### src/rtl/comparator_pkg.sv
// comparator_pkg: shared width default and comparison result encoding
package comparator_pkg;
  localparam int WIDTH_DEF = 4;
  typedef enum logic [1:0] {CMP_LT, CMP_EQ, CMP_GT} cmp_e;
endpackage

### src/rtl/comparator_core.sv
// comparator_core: combinational relation, max/min and |a-b| in unsigned or two's-complement mode
module comparator_core
  import comparator_pkg::*;
#(
  parameter int WIDTH = WIDTH_DEF
) (
  input  logic [WIDTH-1:0] a_i,
  input  logic [WIDTH-1:0] b_i,
  input  logic             signed_mode_i,
  output cmp_e             rel_o,
  output logic [WIDTH-1:0] max_o,
  output logic [WIDTH-1:0] min_o,
  output logic [WIDTH:0]   diff_o
);
  logic signed [WIDTH:0] ae, be;
  logic lt, eq;
  // one extra bit makes both modes a signed compare and keeps the difference overflow-free
  assign ae = {signed_mode_i & a_i[WIDTH-1], a_i};
  assign be = {signed_mode_i & b_i[WIDTH-1], b_i};
  assign lt = ae < be;
  assign eq = a_i == b_i;
  assign rel_o = lt ? CMP_LT : eq ? CMP_EQ : CMP_GT;
  assign max_o = lt ? b_i : a_i;
  assign min_o = lt ? a_i : b_i;
  assign diff_o = $unsigned(lt ? be - ae : ae - be);
endmodule

### src/rtl/comparator_4bit.sv
// comparator_4bit: registered comparator; results load on in_valid and hold otherwise
module comparator_4bit
  import comparator_pkg::*;
#(
  parameter int WIDTH = WIDTH_DEF
) (
  input  logic             clk,
  input  logic             rst,
  input  logic [WIDTH-1:0] a,
  input  logic [WIDTH-1:0] b,
  input  logic             in_valid,
  input  logic             signed_mode,
  output logic             a_gt_b,
  output logic             a_eq_b,
  output logic             a_lt_b,
  output logic [WIDTH-1:0] max_val,
  output logic [WIDTH-1:0] min_val,
  output logic [WIDTH:0]   abs_diff,
  output logic             out_valid
);
  cmp_e rel;
  logic [WIDTH-1:0] mx, mn, max_d, min_d, max_q, min_q;
  logic [WIDTH:0] df, diff_d, diff_q;
  logic gt_d, eq_d, lt_d, gt_q, eq_q, lt_q, valid_q;
  comparator_core #(.WIDTH(WIDTH)) u_core (
    .a_i(a), .b_i(b), .signed_mode_i(signed_mode),
    .rel_o(rel), .max_o(mx), .min_o(mn), .diff_o(df)
  );
  always_comb begin
    gt_d   = in_valid ? rel == CMP_GT : gt_q;
    eq_d   = in_valid ? rel == CMP_EQ : eq_q;
    lt_d   = in_valid ? rel == CMP_LT : lt_q;
    max_d  = in_valid ? mx : max_q;
    min_d  = in_valid ? mn : min_q;
    diff_d = in_valid ? df : diff_q;
  end
  always_ff @(posedge clk or posedge rst) begin
    if (rst) begin
      {gt_q, eq_q, lt_q, valid_q} <= '0;
      max_q  <= '0;
      min_q  <= '0;
      diff_q <= '0;
    end else begin
      {gt_q, eq_q, lt_q, valid_q} <= {gt_d, eq_d, lt_d, in_valid};
      max_q  <= max_d;
      min_q  <= min_d;
      diff_q <= diff_d;
    end
  end
  assign {a_gt_b, a_eq_b, a_lt_b, out_valid} = {gt_q, eq_q, lt_q, valid_q};
  assign max_val  = max_q;
  assign min_val  = min_q;
  assign abs_diff = diff_q;
endmodule

### config.mk
export PLATFORM = sky130hd
export DESIGN_NAME = comparator_4bit
export DESIGN_NICKNAME = d
export VERILOG_FILES = /design/src/rtl/comparator_pkg.sv /design/src/rtl/comparator_core.sv /design/src/rtl/comparator_4bit.sv
export SDC_FILE = /design/constraint.sdc
export NUM_CORES = 1
export LEC_CHECK = 0
export ABC_CLOCK_PERIOD_IN_PS = 1100
export BUFFER_PORTS_ARGS = -buffer_cell sky130_fd_sc_hd__buf_2
export CORE_MARGIN = 2
export CORE_UTILIZATION = 52
export DETAILED_ROUTE_END_ITERATION = 7
export PLACE_DENSITY = 0.8
export SLEW_MARGIN = 20
export SYNTH_ARGS = -nofsm -noshare
export SYNTH_HDL_FRONTEND = slang
export SYNTH_SLANG_ARGS = --single-unit
### constraint.sdc
create_clock -name clk -period 1.1 [get_ports clk]
set_input_delay 0 -clock clk [delete_from_list [all_inputs] [get_ports clk]]
set_output_delay 0 -clock clk [all_outputs]
set_load 0.01 [all_outputs]
==> impl_metrics.ini <==
[synth]
yosysWarnings = 0
synthCells = 139
synth_top_area_share_pct = 35.7
synth_top_area_cell = dfrtp_1
synth-seq-area-share_pct = 35.7
synth.distinct_cells = 40
syn-cell-area_um2 = 1190
ys_ff_latch = 17
syn_nets = 161
synth_area_leaders = dfrtp_1 36%, ha_1 8.4%, o21ai_0 5.5%
syn_area_per_cell_um2 = 8.57

[setup_path]
required_ns = 1.28
crit_path_end_kind = register
critPathKind = in2reg
cp_data_arrival_time_ns = 1.50
crit_fanout = 4
worstRegToRegCells = 2
reg2reg_from = a_eq_b$_DFFE_PP0P_
startpoint_type = input port
regToRegEndpoint = a_eq_b$_DFFE_PP0P_
cp-startpoint = a[1]
reg2reg_slack_ns = 0.28

[sta]
rsz0062_at_grt = true
finClkSkew_ns = 0
drv_slew = 0
worstMarginPinSlew_ns = 0.423
period_needed_ns = 1.32
clock.fmax_mhz = 759
whs_ns = 0.0674
hold_viol_final = 0
relSlewSlack_pct = 71.5
fin_crit_sh_pct = 120
setup_viol = 15
fin_ws_ns = -0.217

[routing]
detail-route-antenna-nets = 0
vias = 1449
firstDrtPassIters = 5
vias_per_cell = 6.36
drt-met1-wl_um = 1680
route.met3.wl_um = 461
drc = 0
wl_um = 4660
wire_per_inst_um = 20.4
first_iter_violations = 122
maxUsedRoutingLayer = met4
wl_met2_um = 2270

[hold_path]
whs_path_depth = 2
min_to = out_valid$_DFF_PP0_
holdCritStartpoint = in_valid
hold_path_class = in2reg

[status]
outcome = complete, but fails checks
violations = negative setup slack

[floorplanning]
io_pins = 29
fp-row-count = 17
fp.coreArea_um2 = 2190
dieArea_um2 = 2690
die_w_um = 51.9
die_h_um = 51.9
start_util_pct = 54.4

[clock_network]
clk_latency_ns = 0.29
cts_tree = done
clk_path_buf_depth = 2
cts_buffers = 3
root_buffer = clkbuf_4
clkTransAtPathRegs_ns = 0.10
cts_sinks = 17
htreeDepth = 1

[pwr]
vdd_drop_max_v = 0.000855
p_total_w = 0.00209
p_leak_nw = 0.883
powerDensity_nw_per_um2 = 1070

[place]
gp_congestion = 0.950
dp_cells = 219
dpl-instance-area_um2 = 1640
io_buffers = 28
place_hpwl_um = 2380

[final_layout]
drive_gt1_share_pct = 54.0
syn_to_final_growth_pct = 64.3
fill_cells = 93
final_core_util_pct = 89.3
final_area_um2 = 1960
nNetsFinal = 223
fin_cells = 228
antenna_cells = 0

[global_routing]
grt_usage_pct = 29.3
gr-total-overflow = 0
antenna_found_initial = 0
grt_pass1_wl_um = 5740
grt_pass1_vias = 1244
grt_max_degree = 21

[flow_run]
maxCapViolations = 0
==> registers in the layout, indices dropped and copies added, names as in the netlist <==
| register | flops |
|---|---|
| a_eq_b | 1 |
| a_gt_b | 1 |
| a_lt_b | 1 |
| abs_diff | 5 |
| max_val | 4 |
| min_val | 4 |
| out_valid | 1 |
==> where the power goes <==
group	internal, W	total (W)	leakage (nW)	switching (W)
sequential	0.000715	0.000776	0.200	0.0000606
clock	0.000141	0.000350	0.0150	0.000208
combinational	0.000452	0.000968	0.668	0.000516
==> worst max path at each step <==
| stage | endpoint | slack, ns | cells after the start |
|---|---|---|---|
| after floorplan | min_val[0]$_DFFE_PP0P_ | -0.38 | 7 |
| after CTS | max_val[2]$_DFFE_PP0P_ | -0.19 | 8 |
| after detailed placement | min_val[0]$_DFFE_PP0P_ | -0.62 | 8 |
| after global routing | abs_diff[2]$_DFFE_PP0P_ | -0.24 | 8 |
| after global placement | max_val[2]$_DFFE_PP0P_ | -0.58 | 8 |
| final | abs_diff[2]$_DFFE_PP0P_ | -0.22 | 8 |
==> Yosys cell counts <==
| cell type | instances |
|---|---|
| fa_1 | 2 |
| o31a_1 | 1 |
| nand3_1 | 1 |
| o211a_1 | 1 |
| o31ai_1 | 1 |
| dfrtp_1 | 17 |
| mux2i_1 | 1 |
| and4_1 | 1 |
| xnor2_1 | 1 |
| nand2_1 | 8 |
| o21a_1 | 1 |
| a22o_1 | 1 |
| inv_1 | 13 |
| clkbuf_2 | 2 |
| nor2_1 | 16 |
| nor3_2 | 1 |
| o211ai_1 | 1 |
| and2_1 | 1 |
| nor4_1 | 2 |
| xor2_1 | 1 |
| o311ai_0 | 2 |
| clkbuf_1 | 5 |
| or4_1 | 1 |
| a31oi_1 | 8 |
| buf_6 | 1 |
| a211o_1 | 2 |
| o311ai_1 | 1 |
| a21oi_1 | 10 |
| a31o_2 | 1 |
| nand2b_1 | 3 |
| or3_1 | 1 |
| o22ai_1 | 1 |
| o31a_2 | 1 |
| a221o_1 | 1 |
| a2111oi_0 | 1 |
| o21ai_0 | 13 |
| ha_1 | 8 |
| nor2b_1 | 4 |
| a211oi_1 | 1 |
| a41oi_1 | 1 |
==> layer usage <==
| metal | GRT usage (%) | vias up |
|---|---|---|
| met2 | 48.9 | 116 |
| met5 | 0 | - |
| li1 | - | 616 |
| met4 | 15.8 | 0 |
| met1 | 37.3 | 683 |
| met3 | 2.30 | 34 |
==> stage by stage <==
stage          worst slack [ns]  setup TNS [ns]
5_1_grt                  -0.241           -2.68
2_1_floorplan            -0.382           -3.99
3_3_place_gp             -0.585           -7.25
4_1_cts                  -0.187           -1.39
6_report                 -0.217           -2.23
3_5_place_dp             -0.619           -7.88
==> worst max-delay path, stage by stage <==
cell     delay (ns)
buf_12         0.09
inv_12         0.03
ha_4           0.23
nor2b_4        0.12
o31a_4         0.30
o211a_1        0.22
nor4_1         0.41
o31ai_2        0.09
==> kinds of logic after synthesis <==
kind of cell | count (synthesis) | share of synthesized area (%)
AOI/OAI and AO/OA | 49 | 26.8
xor gates and xnor gates | 2 | 1.47
adders and majority gates | 10 | 11.8
buffers and inverters | 21 | 7.46
DFF | 17 | 35.7
muxes | 1 | 0.840
and+or+nand+nor | 39 | 16.0
==> area by class of cell <==
type | count | area, µm² | share of cell area (%)
multi-input cells | 102 | 917 | 46.9
repair buffers | 64 | 484 | 24.7
flip-flops and latches | 17 | 425 | 21.7
inverters | 13 | 68.8 | 3.52
well taps | 28 | 35.0 | 1.79
clock buffers | 4 | 26.3 | 1.34
==> cells in the final DEF (no fill, tap or decap), types with 2 or more instances in the layout <==
master,count
a211o_1,2
a21oi_1,7
a21oi_2,3
a31oi_1,6
a31oi_2,2
buf_2,21
buf_4,32
buf_6,7
buf_8,2
clkbuf_4,3
dfrtp_1,17
ha_2,2
ha_4,6
inv_1,8
inv_2,2
nand2_1,8
nand2b_1,3
nor2_1,14
nor2_2,2
nor2b_1,3
o21ai_0,4
o21ai_1,3
o21ai_2,6
==> repair_timing <==
action | in CTS | in global routing
endpoints found under the setup margin | 15 | 15
setup buffers | 2 | 1
gates resized for setup | 30 | 36
hold buffers | 1 | 0
pin swaps | 13 | 11
hold endpoints to repair | 17 | 0
gates cloned | 0 | 1
No activity file was read; power rests on OpenSTA's default activity.
